File: src/rtl/cga_text_serializer.sv
// Text-mode pixel stage behind a 6845 CRTC: per character slot it fetches char/attr from VRAM,
// looks up the glyph row in a synchronous font ROM and serialises IRGB pixels one slot later.
module cga_text_serializer #(
  parameter int unsigned CHAR_W  = 8,
  parameter int unsigned BLINK_B = 4
) (
  input  logic        clk,
  input  logic        rst_n,
  input  logic        divclk,
  input  logic        pixclk,
  input  logic [13:0] mem_addr,
  input  logic [4:0]  row_addr,
  input  logic        display_enable,
  input  logic        cursor,
  input  logic        hsync,
  input  logic        vsync,
  input  logic        mode_blink,
  output logic [14:0] vram_addr,
  output logic        vram_rd,
  input  logic        vram_ack,
  input  logic [7:0]  vram_data,
  output logic [10:0] font_addr,
  input  logic [7:0]  font_data,
  output logic [3:0]  pixel,
  output logic        hsync_o,
  output logic        vsync_o,
  output logic        de_o,
  output logic        underrun
);

  localparam int unsigned AW = 14;
  localparam int unsigned RW = 5;
  localparam int unsigned DW = 8;
  localparam int unsigned PW = 4;
  localparam int unsigned BW = 5;

  typedef enum logic [2:0] {IDLE, RD_CHAR, RD_ATTR, FONT, FONT_LAT, DONE} state_t;

  state_t            r_state, w_state_n;
  logic              w_abort, w_ack, w_done;

  logic [AW-1:0]     r_s1_addr;
  logic [RW-1:0]     r_s1_row;
  logic              r_s1_de, r_s1_cur, r_s1_hs, r_s1_vs;
  logic [DW-1:0]     r_attr_f, r_pat_f;
  logic              r_vram_rd, r_underrun;
  logic [14:0]       r_vram_addr;
  logic [10:0]       r_font_addr;

  logic [CHAR_W-1:0] r_shift;
  logic [DW-1:0]     r_attr;
  logic              r_cur, r_de, r_hs, r_vs, r_vs_d;
  logic [PW-1:0]     r_pixel;
  logic [BW-1:0]     r_blink;

  logic [AW-1:0]     w_s1_addr_n;
  logic [DW-1:0]     w_ld_pat, w_ld_attr, w_src_attr;
  logic [CHAR_W-1:0] w_ld_shift, w_src_shift;
  logic              w_src_de, w_src_cur;
  logic [PW-1:0]     w_fg, w_bg, w_fg_eff;

  assign w_ack  = vram_ack & r_vram_rd;
  assign w_done = (r_state == DONE);

  always_ff @(posedge clk or negedge rst_n) begin
    if (!rst_n) r_state <= IDLE;
    else        r_state <= w_state_n;
  end

  // A new slot always restarts the fetch; leaving a fetch early is an underrun
  always_comb begin
    w_state_n = r_state;
    w_abort   = 1'b0;
    if (divclk) begin
      w_state_n = RD_CHAR;
      w_abort   = (r_state inside {RD_CHAR, RD_ATTR, FONT, FONT_LAT});
    end else begin
      case (r_state)
        RD_CHAR:  if (w_ack) w_state_n = RD_ATTR;
        RD_ATTR:  if (w_ack) w_state_n = FONT;
        FONT:     w_state_n = FONT_LAT;
        FONT_LAT: w_state_n = DONE;
        default:  w_state_n = r_state;
      endcase
    end
  end

  assign w_s1_addr_n = divclk ? mem_addr : r_s1_addr;

  // Stage S1 capture, VRAM request port and fetch results
  always_ff @(posedge clk or negedge rst_n) begin
    if (!rst_n) begin
      r_s1_addr   <= '0;
      r_s1_row    <= '0;
      r_s1_de     <= 1'b0;
      r_s1_cur    <= 1'b0;
      r_s1_hs     <= 1'b0;
      r_s1_vs     <= 1'b0;
      r_attr_f    <= '0;
      r_pat_f     <= '0;
      r_vram_rd   <= 1'b0;
      r_vram_addr <= '0;
      r_font_addr <= '0;
      r_underrun  <= 1'b0;
    end else begin
      if (divclk) begin
        r_s1_addr <= mem_addr;
        r_s1_row  <= row_addr;
        r_s1_de   <= display_enable;
        r_s1_cur  <= cursor;
        r_s1_hs   <= hsync;
        r_s1_vs   <= vsync;
      end
      if (w_abort) r_underrun <= 1'b1;
      // request drops for one clk after every ack and after every slot boundary
      r_vram_rd   <= !divclk && !w_ack && (w_state_n == RD_CHAR || w_state_n == RD_ATTR);
      r_vram_addr <= {w_s1_addr_n, (w_state_n == RD_ATTR)};
      if (!divclk) begin
        case (r_state)
          RD_CHAR:  if (w_ack) r_font_addr <= {vram_data, r_s1_row[2:0]};
          RD_ATTR:  if (w_ack) r_attr_f <= vram_data;
          FONT_LAT: r_pat_f <= (|r_s1_row[4:3]) ? '0 : font_data;
          default:  ;
        endcase
      end
    end
  end

  // Values entering S2 at the slot boundary; incomplete fetches blank to attr 0
  always_comb begin
    w_ld_pat    = w_done ? r_pat_f  : '0;
    w_ld_attr   = w_done ? r_attr_f : '0;
    w_ld_shift  = r_s1_de ? (r_s1_cur ? '1 : CHAR_W'(w_ld_pat)) : '0;
    w_src_shift = divclk ? w_ld_shift : r_shift;
    w_src_attr  = divclk ? w_ld_attr  : r_attr;
    w_src_de    = divclk ? r_s1_de    : r_de;
    w_src_cur   = divclk ? r_s1_cur   : r_cur;
    w_fg        = w_src_attr[3:0];
    w_bg        = mode_blink ? {1'b0, w_src_attr[6:4]} : w_src_attr[7:4];
    w_fg_eff    = (mode_blink && w_src_attr[7] && r_blink[BLINK_B] && !w_src_cur) ? w_bg : w_fg;
  end

  always_ff @(posedge clk or negedge rst_n) begin
    if (!rst_n) begin
      r_shift <= '0;
      r_attr  <= '0;
      r_cur   <= 1'b0;
      r_de    <= 1'b0;
      r_hs    <= 1'b0;
      r_vs    <= 1'b0;
      r_pixel <= '0;
      r_vs_d  <= 1'b0;
      r_blink <= '0;
    end else begin
      r_vs_d <= vsync;
      if (vsync && !r_vs_d) r_blink <= r_blink + BW'(1);
      if (divclk) begin
        r_attr <= w_ld_attr;
        r_cur  <= r_s1_cur;
        r_de   <= r_s1_de;
        r_hs   <= r_s1_hs;
        r_vs   <= r_s1_vs;
      end
      if (pixclk) begin
        r_shift <= {w_src_shift[CHAR_W-2:0], 1'b0};
        r_pixel <= w_src_de ? (w_src_shift[CHAR_W-1] ? w_fg_eff : w_bg) : '0;
      end else if (divclk) begin
        r_shift <= w_ld_shift;
      end
    end
  end

  assign vram_rd   = r_vram_rd;
  assign vram_addr = r_vram_addr;
  assign font_addr = r_font_addr;
  assign underrun  = r_underrun;
  assign pixel     = r_pixel;
  assign hsync_o   = r_hs;
  assign vsync_o   = r_vs;
  assign de_o      = r_de;

endmodule
File: config.mk
export PLATFORM = sky130hd
export DESIGN_NAME = cga_text_serializer
export DESIGN_NICKNAME = d
export VERILOG_FILES = /design/src/rtl/cga_text_serializer.sv
export SDC_FILE = /design/constraint.sdc
export NUM_CORES = 1
export LEC_CHECK = 0
export BUFFER_PORTS_ARGS = -buffer_cell sky130_fd_sc_hd__clkbuf_2
export CORE_MARGIN = 2
export CORE_UTILIZATION = 48
export CTS_CLUSTER_DIAMETER = 200
export DETAILED_ROUTE_END_ITERATION = 10
export PLACE_DENSITY = 0.75
export REMOVE_ABC_BUFFERS = 1
export SYNTH_ARGS = -nofsm -noshare
export SYNTH_HDL_FRONTEND = slang
export SYNTH_SLANG_ARGS = --single-unit
File: constraint.sdc
create_clock -name clk -period 1.45 [get_ports clk]
set_input_delay 0 -clock clk [delete_from_list [all_inputs] [get_ports clk]]
set_output_delay 0 -clock clk [all_outputs]
set_load 0.1 [all_outputs]
==> out/metrics.yaml, run 1 <==
timing:
  slew_headroom: 0.6306
  timing.fmax_mhz: 624.7
  rsz0062_at_grt: "yes"
  worstMarginPinSlew_ns: 0.5564
  finalHoldViolCount: 0
  slew_viol_final: 0
  setup_violations: 16
  layout_setup_ws_ns: -0.1507
  fin_crit_sh: 1.104
  finalCriticalPeriod_ns: 1.601
  skew_ns: 0.01147
global_route:
  grt_antenna_before_repair: 0
  top_usage_layer: "met2"
  grt_pass1_wl_mm: 12.85
  grt_pass1_vias: 2735
  grt.total_usage: 0.2126
  grtUsageMet2: 0.3455
  grt-ovfl-total: 0
  use_met1: 0.2755
  grt_max_degree: 36
  grtUsageMet3: 0.04340
power:
  peakVddDrop_uv: 1052
  p_leak_nw: 2.403
  power_density_nw_per_um2: 1517
critical_path:
  worstPathArrival_ns: 1.84
  worstPathRequired_ns: 1.69
  cp_slowest_cell: "dfrtp_1"
  critPathCaptureType: "register"
  path_cells: "and3b_2 > nand4_4 > a211oi_4 > mux2i_1 > o2bb2ai_1"
  rr_startpoint: "r_state[1]"
  crit_type: "reg -> reg"
  max_stage_delay_ns: 0.40
  start_kind: "register"
  cp-startpoint: "r_state[1]"
  critPathMaxFanout: 4
yosys:
  synth_seq_cells: 86
  async_flop_share: 1.000
  yosys_warnings: 0
  ys_seq_area_frac: 0.6132
  synth_ff_type: "dfrtp_1"
  synth-edff-count: 0
  synth_area_um2: 3510
  syn_area_per_cell_um2: 12.49
  netlist_instances: 281
  synth_cell_types: 36
clocking:
  clock_latency_ns: 0.36
  cts_htree_levels: 3
  cts-root-buf: "clkbuf_8"
  cts_tree: "done"
  cts_buffer_depth: 2
  path_clk_slew_ns: 0.10
  numCtsBuffers: 9
  cts_num_sinks: 86
final_layout:
  diodes: 0
  fin_cells: 535
  final_cell_mix: "dfrtp_1, clkbuf_2, dlygate4sd3_1, nand2_1, mux2_2"
  drive_gt1_frac: 0.4427
  layout_commonest_cell: "dfrtp_1"
  fill_cells: 507
  nNetsFinal: 477
  seqCellArea_um2: 2152
  multiInputGateArea_um2: 1456
  area_growth_pct: 44.10
detailed_routing:
  vias_per_cell: 5.064
  dr.pass1.iters: 4
  drc_errors: 0
  drtIter0Drc: 137
  dr_total_vias: 2709
  routed_wirelength_mm: 8.196
  drt-wirelength-per-cell_um: 15.32
  drtAntennaViolNets: 0
run_status:
  violations: "setup timing"
  status: "finished with violations"
job:
  drv_cap: 0
floorplan:
  start_util: 0.4891
  rows: 31
  io_pins: 80
  die_w_um: 89.51
  die_y_um: 89.51
  core-area_um2: 7176
  die-area_um2: 8012
placement:
  port-buffer-count: 79
  place.gp.congestion: 0.8499
  dpl_worst_slack_ns: -0.1526
  placed_cells: 470
  dp_hpwl_mm: 4.953
min_path:
  min_path_type: "in -> async"
[through the flow]
stage | area, um2 | setup TNS, ns | utilization | hold WS [ns] | power, mW
global route | 5057 | -2.923 | 0.7048 | 0.09997 | 7.991
CTS | 4938 | -1.863 | 0.6882 | 0.04544 | 7.525
detailed placement | 4174 | -2.022 | 0.5817 | -0.05877 | 5.634
global placement | 4174 | -1.149 | 0.5817 | -0.06446 | 5.576
finish | 5057 | -1.843 | 0.7048 | 0.09383 | 7.674
floorplan | 3447 | -12.03 | - | -0.2956 | 5.041
[critical path: cells and delay by family, from the launching register on]
family             cells  cell delay [ns]
DFF                    1             0.40
muxes                  1             0.25
and+or+nand+nor        2             0.40
AOI/OAI and AO/OA      2             0.44
[cell type report]
cell class | count | area share
Tap cell | 99 | 0.02449
Clock inverter | 6 | 0.01385
Sequential cell | 86 | 0.4255
Inverter | 4 | 0.002969
Timing Repair Buffer | 152 | 0.2180
Clock buffer | 10 | 0.02721
Multi-Input combinational cell | 178 | 0.2880
[synthesized netlist by cell type, types with 2 or more instances]
cell	n	area [um2]
dfrtp_1	86	2152
nand2_1	33	123.9
mux2_2	29	326.6
nor2_1	25	93.84
mux2_1	17	191.4
o2bb2ai_1	16	140.1
a21oi_1	15	75.07
o21ai_0	9	45.04
clkbuf_1	6	22.52
buf_2	5	25.02
inv_1	4	15.01
xnor2_1	4	35.03
mux2i_1	3	30.03
buf_4	2	15.01
nand2b_1	2	12.51
nand3_1	2	10.01
nand4_1	2	12.51
o21ai_1	2	10.01
o31ai_1	2	15.01
[cells by family (layout without fill, tap and decap cells)]
kind of cell             Yosys count  after routing  share of synthesized area
adder cells (fa/ha/maj)            1              1                   0.003564
AO/OA/AOI/OAI                     50             50                    0.09768
buffers and inverters             17            172                    0.02210
AND/OR/NAND/NOR                   73             73                    0.09483
XOR/XNOR                           5              5                    0.01248
flip-flops                        86             86                     0.6132
multiplexers                      49             49                     0.1561
[metal layers]
layer | vias to the layer above | wire length (um)
li1 | 1280 | -
met1 | 1334 | 3611
met2 | 81 | 4096
met3 | 14 | 339
met4 | 0 | 148
met5 | - | 0
[repair_timing]
action | CTS | global route
endpoints found under the hold margin | 130 | 0
gates resized for setup | 14 | 33
pin swaps | 5 | 6
buffers inserted | 5 | 2
setup endpoints to repair | 24 | 32
cloned | 1 | 0
hold buffers | 43 | 0
[sequential cells by signal (all words and copies together) (netlist names), 3 cells and up]
name,cells
r_attr,8
pixel,4
r_attr_f,8
r_shift,8
vram_addr,14
r_s1_row,5
r_state,3
r_pat_f,8
font_addr,11
r_blink,5
[power breakdown]
group,internal [mW],leakage (nW),switching [mW]
clock,0.852,0.0951,0.885
sequential,2.77,1.08,0.244
combinational,0.793,1.23,2.13
total,4.42,2.40,3.26
[path summary, 6_finish.rpt]
check / endpoint / slack, ns / cells past startpoint
max: pixel[2] / -0.15 / 5
min: r_attr_f[2] / 0.09 / 2
max reg2reg: pixel[2] / -0.15 / 5
min reg2reg: underrun / 0.46 / 1
max in group asynchronous: r_shift[0] / 0.68 / 3
min in group clk: r_state[2] / 0.10 / 2
(Power assumes the default switching activity.)
==> inputs of run 2 (changes only) <==
Settings changed: ABC_AREA set to 1.
==> run 2 against run 1 <==
  * The flow now finishes without violations
  * First-iteration DRC count rose by 20%
  * Via count grew 15%
  * Cell area shrank 4.7%
  * Worst hold slack lost 0.010 ns
  * Die area is 2.9% higher
  * Synthesized cell count is 45% higher
  * Power up 1.8%
  * Count of clock-buffer cells in the layout increased by 4
  * Non-clock buffer count fell by 11
  * Utilization decreased by 4.4 points
  * Fmax is 19% higher
  * Flip-flop and latch count is the same
==> out/metrics.yaml, run 2 <==
run_status:
  status: "finished, final reports clean"
power:
  power.switching_mw: 3.476  # +6.7%
  switching_share: 0.4447  # +0.02033
  seqPwrFrac: 0.411  # +0.018
  peakVddDrop_uv: 1218  # +16%
  power_mw: 7.816  # +1.8%
  combPwrFrac: 0.400  # +0.019
  internal_power_mw: 4.340  # -1.8%
  p_leak_nw: 2.579  # +7.3%
  p_clk_frac: 0.189  # -0.037
  power_density_nw_per_um2: 1621  # +6.8%
detailed_routing:
  top_layer_used: "met4"
  dr_total_vias: 3108  # +15%
  dr.pass1.iters: 4  # unchanged
  vias_per_cell: 4.804  # -5.1%
  drc_errors: 0  # unchanged
  drtIter0Drc: 165  # +20%
  drt-wirelength-per-cell_um: 12.53  # -18%
  wl_met2_mm: 4.137  # +1.0%
  drtAntennaViolNets: 0  # unchanged
  wl_met1_mm: 3.570  # -1.1%
  routed_wirelength_mm: 8.108  # -1.1%
  wl_met3_um: 283  # -17%
timing:
  fin_crit_sh: 0.9261  # -0.1779
  finalHoldViolCount: 0  # unchanged
  worstMarginPinSlew_ns: 0.5526  # -0.003811 ns
  timing.fmax_mhz: 744.7  # +19%
  slew_viol_final: 0  # unchanged
  finalCriticalPeriod_ns: 1.343  # -0.2579 ns
  slew_headroom: 0.6331  # +0.002530
  skew_ns: 0.008474  # -0.003000 ns
  setup_violations: 0  # -16
  whs_ns: 0.08371  # -0.01013 ns
final_layout:
  nNetsFinal: 590  # +24%
  drive_gt1_frac: 0.2281  # -0.2146
  diodes: 0  # unchanged
  multiInputGateArea_um2: 1256  # -14%
  area_growth_pct: 33.40
  seqCellArea_um2: 2155  # +0.12%
  fill_cells: 623  # +23%
  largest_reg_flops: 14  # unchanged
  final_cell_mix: "nand2_1, dfrtp_1, clkbuf_2, dlygate4sd3_1, o21ai_0"
  layout_commonest_cell: "nand2_1"
placement:
  dp_hpwl_mm: 5.344  # +7.9%
  port-buffer-count: 79  # unchanged
  place.gp.congestion: 0.8076  # -5.0%
critical_path:
  rr_worst_depth: 7  # +2
  critPathMaxFanout: 9  # +5
  cp_slowest_cell: "dfrtp_2"
  worst-r2r-setup-slack_ns: 0.11  # +0.26 ns
  rr_startpoint: "r_state[0]"
  cp_num_buf_inv: 0  # unchanged
  rr_endpoint: "r_shift[6]"
  crit_path_frequent_cell: "nand2_1"
  max_stage_delay_ns: 0.45  # +0.05 ns
  cp-startpoint: "r_state[0]"
  crit_type: "reg -> reg"
  path_cells: "nand2_2 > nor2_4 > nand2_1 > nand2_1 > a21boi_0 > or2_0 > nand2_1"
  start_kind: "register"
  path_depth: 7  # +2
  crit_end: "r_shift[6]"
  worstPathArrival_ns: 1.63  # -0.21 ns
  critPathCaptureType: "register"
  path_delay_family: "simple AND/OR/NAND/NOR gates"
  worstPathRequired_ns: 1.74  # +0.05 ns
clocking:
  path_clk_slew_ns: 0.08  # -0.02 ns
  cts_htree_levels: 3  # unchanged
  cts-root-buf: "clkbuf_8"
  numCtsBuffers: 9  # unchanged
  cts_tree: "done"
  cts_buffer_depth: 2  # unchanged
  cts_num_sinks: 86  # unchanged
  clock_latency_ns: 0.35  # about the same
yosys:
  synthTopCellsByCount: "nand2_1, dfrtp_1, o21ai_0"
  synth_top_area_frac: 0.5954  # -0.01783
  synth.area.top_cells: "dfrtp_1, nand2_1, o21ai_0"
  synth.most_common_cell: "nand2_1"
  synth-edff-count: 0  # unchanged
  syn_area_per_cell_um2: 8.881  # -29%
  netlist_instances: 407  # +45%
  synth_cell_types: 35  # -2.8%
  ys_seq_area_frac: 0.5954  # -0.01783
  synth_top_cell_by_area: "dfrtp_1"
  yosys_warnings: 0  # unchanged
  synth_area_um2: 3615  # +3.0%
  async_flop_share: 1.000  # unchanged
  synth_seq_cells: 86  # unchanged
  synth_ff_type: "dfrtp_1"
global_route:
  grt_max_degree: 32  # -11%
  grt.total_usage: 0.2106  # -0.002037
  grt-ovfl-total: 0  # unchanged
  grt_pass1_wl_mm: 14.05  # +9.3%
  grt_pass1_vias: 3133  # +15%
  grt_antenna_before_repair: 0  # unchanged
floorplan:
  die_w_um: 90.78  # +1.4%
  core-area_um2: 7292  # +1.6%
  io_pins: 80  # unchanged
  die-area_um2: 8241  # +2.9%
  die_y_um: 90.78  # +1.4%
  start_util: 0.4957  # +0.006608
  rows: 31  # unchanged
job:
  drv_cap: 0  # unchanged
min_path:
  min_path_type: "in -> reg"
-- run 2: changes by cell type after synthesis, sizes merged, moves of 16 or more --
cell,delta
mux2,-45
inv,+28
nand3,+21
nand2,+126
o2bb2ai,-16
o21ai,+27
-- run 2: kinds of logic after synthesis --
logic type                 synth area share
adders and majority gates          0.003461
xor gates and xnor gates           0.009694
buffers and inverters               0.06265
DFF                                  0.5954
muxes                              0.005884
AOI/OAI and AO/OA                   0.09415
and+or+nand+nor                      0.2288
-- run 2: worst min path at each step --
| stage | from | endpoint | slack [ns] | cells past startpoint |
|---|---|---|---|---|
| after floorplan | rst_n | de_o | -0.30 | 0 |
| after global placement | rst_n | r_s1_row[0] | -0.07 | 1 |
| after detailed placement | rst_n | font_addr[2] | -0.06 | 1 |
| after CTS | mode_blink | pixel[3] | 0.08 | 6 |
| after global routing | mode_blink | pixel[3] | 0.12 | 6 |
| final | mode_blink | pixel[3] | 0.08 | 6 |
-- run 2: worst reg2reg max path, cell delays in order, from the launching register on --
cell and delay, ns:
dfrtp_2 0.45, nand2_2 0.09, nor2_4 0.24, nand2_1 0.08
nand2_1 0.06, a21boi_0 0.10, or2_0 0.21, nand2_1 0.07
-- run 2: final cells by class --
type,instances,share of cell area
Inverter,35,0.02776
Clock buffer,14,0.03373
Sequential cell,86,0.4468
Multi-Input combinational cell,271,0.2605
Clock inverter,1,0.001038
Timing Repair Buffer,141,0.2045
Tap cell,99,0.02569
-- run 2: stage by stage --
step,setup TNS [ns],setup WS (ns),area (um2),cells,util
global route,-0.02256,-0.01299,4822,647,0.6613
detailed placement,0,0.06145,4167,585,0.5714
global placement,0,0.1233,4167,585,0.5714
floorplan,-9.592,-0.5104,3520,392,-
finish,0,0.1072,4822,647,0.6613
CTS,0,0.04578,4765,643,0.6534
-- run 2: power groups by stage --
| stage | clock [mW] | combinational (mW) | sequential [mW] |
|---|---|---|---|
| after floorplan | 0 | 0.788 | 4.68 |
| after global placement | 0 | 2.88 | 3.22 |
| after detailed placement | 0 | 2.94 | 3.23 |
| after CTS | 1.53 | 3.04 | 3.19 |
| after global routing | 1.63 | 3.35 | 3.27 |
| final | 1.48 | 3.13 | 3.21 |
-- run 2: repair_timing --
| item | 4_1_cts | 5_1_grt |
|---|---|---|
| resized for setup | 0 | 14 |
| endpoints found under the setup margin | 0 | 32 |
| setup buffers | 0 | 4 |
| hold endpoints to repair | 141 | 0 |
| hold buffers | 43 | 0 |
-- run 2: metal layers --
layer | track usage | up-vias
li1 | - | 1563
met3 | 0.04591 | 10
met5 | 0 | -
met1 | 0.2586 | 1479
met4 | 0.06944 | 0
met2 | 0.3694 | 56
==> inputs of run 3 (changes only) <==
Settings changed: CORE_UTILIZATION 48 to 45, PLACE_DENSITY 0.75 to 0.68.
Clock period 1.45 ns to 1.4 ns, I/O delays scaled along.
==> run 3 against run 2 <==
  * Register-to-register slack worse by 0.04 ns
  * Combinational power is 4% higher
  * Sequential share of layout area down 0.72 points
  * Power increased by 11%
  * Cell area up 1.6%
  * Die area grew 6.4%
  * Worst hold slack worse by 0.0054 ns
  * Sequential power grew 3%
  * Largest power group unchanged
  * Critical path depth up 2
==> out/metrics.yaml, run 3 (synthesized netlist as in run 2, its figures left out) <==
run_status:
  status: "finished, final reports clean"
final_layout:
  layout_commonest_cell: "nand2_1"
  multiInputGateArea_um2: 1285  # +2.3%
  area_growth_pct: 35.58
  fin_cells: 646  # -0.15%
  finish.instance_area_um2: 4901  # +1.6%
  diodes: 0  # unchanged
  final_util: 0.6310  # -0.03033
  drive_gt1_frac: 0.2390  # +0.01087
  nNetsFinal: 585  # -0.85%
  largest_reg_flops: 14  # unchanged
  fill_cells: 678  # +8.8%
  final_cell_mix: "nand2_1, dfrtp_1, clkbuf_2, dlygate4sd3_1, o21ai_0"
  seqCellArea_um2: 2155  # unchanged
timing:
  finalCriticalPeriod_ns: 1.337  # -0.005820 ns
  finalHoldViolCount: 0  # unchanged
  slew_viol_final: 0  # unchanged
  worstMarginPinSlew_ns: 0.5610  # +0.008341 ns
  tns_ns: 0  # unchanged
  setup_violations: 0  # unchanged
  fin_crit_sh: 0.9550  # +0.02892
  timing.fmax_mhz: 747.9  # +0.44%
  skew_ns: 0.01182  # +0.003342 ns
  slew_headroom: 0.6276  # -0.005537
  rsz0062_at_grt: "yes"
  whs_ns: 0.07828  # -0.005429 ns
  layout_setup_ws_ns: 0.06299  # -0.04418 ns
min_path:
  worstHoldEndpoint: "r_s1_de"
  hold_start: "divclk"
  min_path_type: "in -> reg"
  hold_depth: 4  # -2
floorplan:
  die-area_um2: 8766  # +6.4%
  start_util: 0.4654  # -0.03034
  io_pins: 80  # unchanged
  core-area_um2: 7767  # +6.5%
  rows: 32  # +3.2%
  die_w_um: 93.63  # +3.1%
  die_y_um: 93.63  # +3.1%
placement:
  dp_hpwl_mm: 5.139  # -3.8%
  place.gp.congestion: 0.8308  # +2.9%
  placed_area_um2: 4175  # +0.21%
  placed_cells: 587  # +0.34%
  dpl_worst_slack_ns: 0.05618  # -0.005272 ns
  port-buffer-count: 79  # unchanged
critical_path:
  critPathCaptureType: "register"
  worst-r2r-setup-slack_ns: 0.06  # -0.04 ns
  rr_endpoint: "vram_rd"
  critPathMaxFanout: 6  # -3
  worstPathArrival_ns: 1.59  # -0.04 ns
  worstPathRequired_ns: 1.65  # -0.09 ns
  path_cells: "inv_1 > buf_4 > nand2_1 > nand2_1 > nand3_1 > nand3_2 > nor2_2 > nor2_1 > nor2_1"
  cp_slowest_cell: "dfrtp_2"
  start_kind: "register"
  path_delay_family: "simple AND/OR/NAND/NOR gates"
  crit_type: "reg -> reg"
  rr_worst_depth: 9  # +2
  max_stage_delay_ns: 0.44  # about the same
  rr_startpoint: "r_state[2]"
  cp_num_buf_inv: 2  # +2
global_route:
  grt-ovfl-total: 0  # unchanged
  grt_pass1_wl_mm: 13.19  # -6.1%
  grt_antenna_before_repair: 0  # unchanged
  grt_max_degree: 87  # +170%
  grt.total_usage: 0.1918  # -0.01874
  grt_pass1_vias: 2992  # -4.5%
detailed_routing:
  drt-wirelength-per-cell_um: 12.36  # -1.4%
  dr.pass1.iters: 4  # unchanged
  routed_wirelength_mm: 7.985  # -1.5%
  drtIter0Drc: 157  # -4.8%
  vias_per_cell: 4.757  # -0.97%
  drc_errors: 0  # unchanged
  dr_total_vias: 3073  # -1.1%
  drtAntennaViolNets: 0  # unchanged
power:
  peakVddDrop_uv: 1348  # +11%
  power_density_nw_per_um2: 1772  # +9.4%
  p_leak_nw: 2.606  # +1.0%
  power_mw: 8.687  # +11%
clocking:
  cts_tree: "done"
  clock_latency_ns: 0.36  # about the same
  cts_buffer_depth: 2  # unchanged
  numCtsBuffers: 9  # unchanged
  cts_htree_levels: 3  # unchanged
  cts-root-buf: "clkbuf_8"
  path_clk_slew_ns: 0.08  # about the same
  cts_num_sinks: 86  # unchanged
job:
  drv_cap: 0  # unchanged
-- run 3: cell types whose count changed in the layout (fill, tap and decap cells not counted), sizes merged --
cell / delta
clkinv: +2
bufinv: +3
dlygate4sd3: -1
clkbuf: -3
buf: -5
-- run 3: worst max-delay path by stage --
stage | start | endpoint | slack (ns) | depth (start not counted)
after CTS | r_state[2] | vram_rd | 0.05 | 9
final | r_state[2] | vram_rd | 0.06 | 9
after global placement | r_state[1] | pixel[1] | 0.11 | 8
after detailed placement | r_state[2] | vram_rd | 0.06 | 9
after global routing | r_state[2] | vram_rd | -0.02 | 9
after floorplan | vram_rd | font_addr[0] | -0.56 | 5
-- run 3: worst min-delay path, delay by kind of cell --
kind	cells	cell delay, ns
and+or+nand+nor	2	0.13
buffers and inverters	2	0.26
-- run 3: final cells by class --
type	count	share of cell area
Clock inverter	6	0.02221
Clock buffer	10	0.02808
Tap cell	102	0.02604
Inverter	35	0.02681
Timing Repair Buffer	136	0.1950
Sequential cell	86	0.4396
Multi-Input combinational cell	271	0.2622
-- run 3: what timing repair did --
action | CTS | global route
gates resized for setup | 0 | 15
buffers inserted | 0 | 1
hold buffers | 42 | 0
endpoints found under the setup margin | 0 | 30
endpoints found under the hold margin | 140 | 0
-- run 3: layer usage --
metal,GRT usage,routed length [um],vias to the layer above
li1,-,-,1553
met2,0.3213,3894,70
met4,0.07005,62,0
met1,0.2441,3668,1442
met5,0,0,-
met3,0.04432,360,8
-- run 3: power breakdown --
part / internal (mW) / switching [mW] / leakage, nW / total, mW
clock network: 1.23 / 0.871 / 0.126 / 2.10
logic: 0.780 / 2.49 / 1.37 / 3.27
registers: 2.99 / 0.324 / 1.11 / 3.31
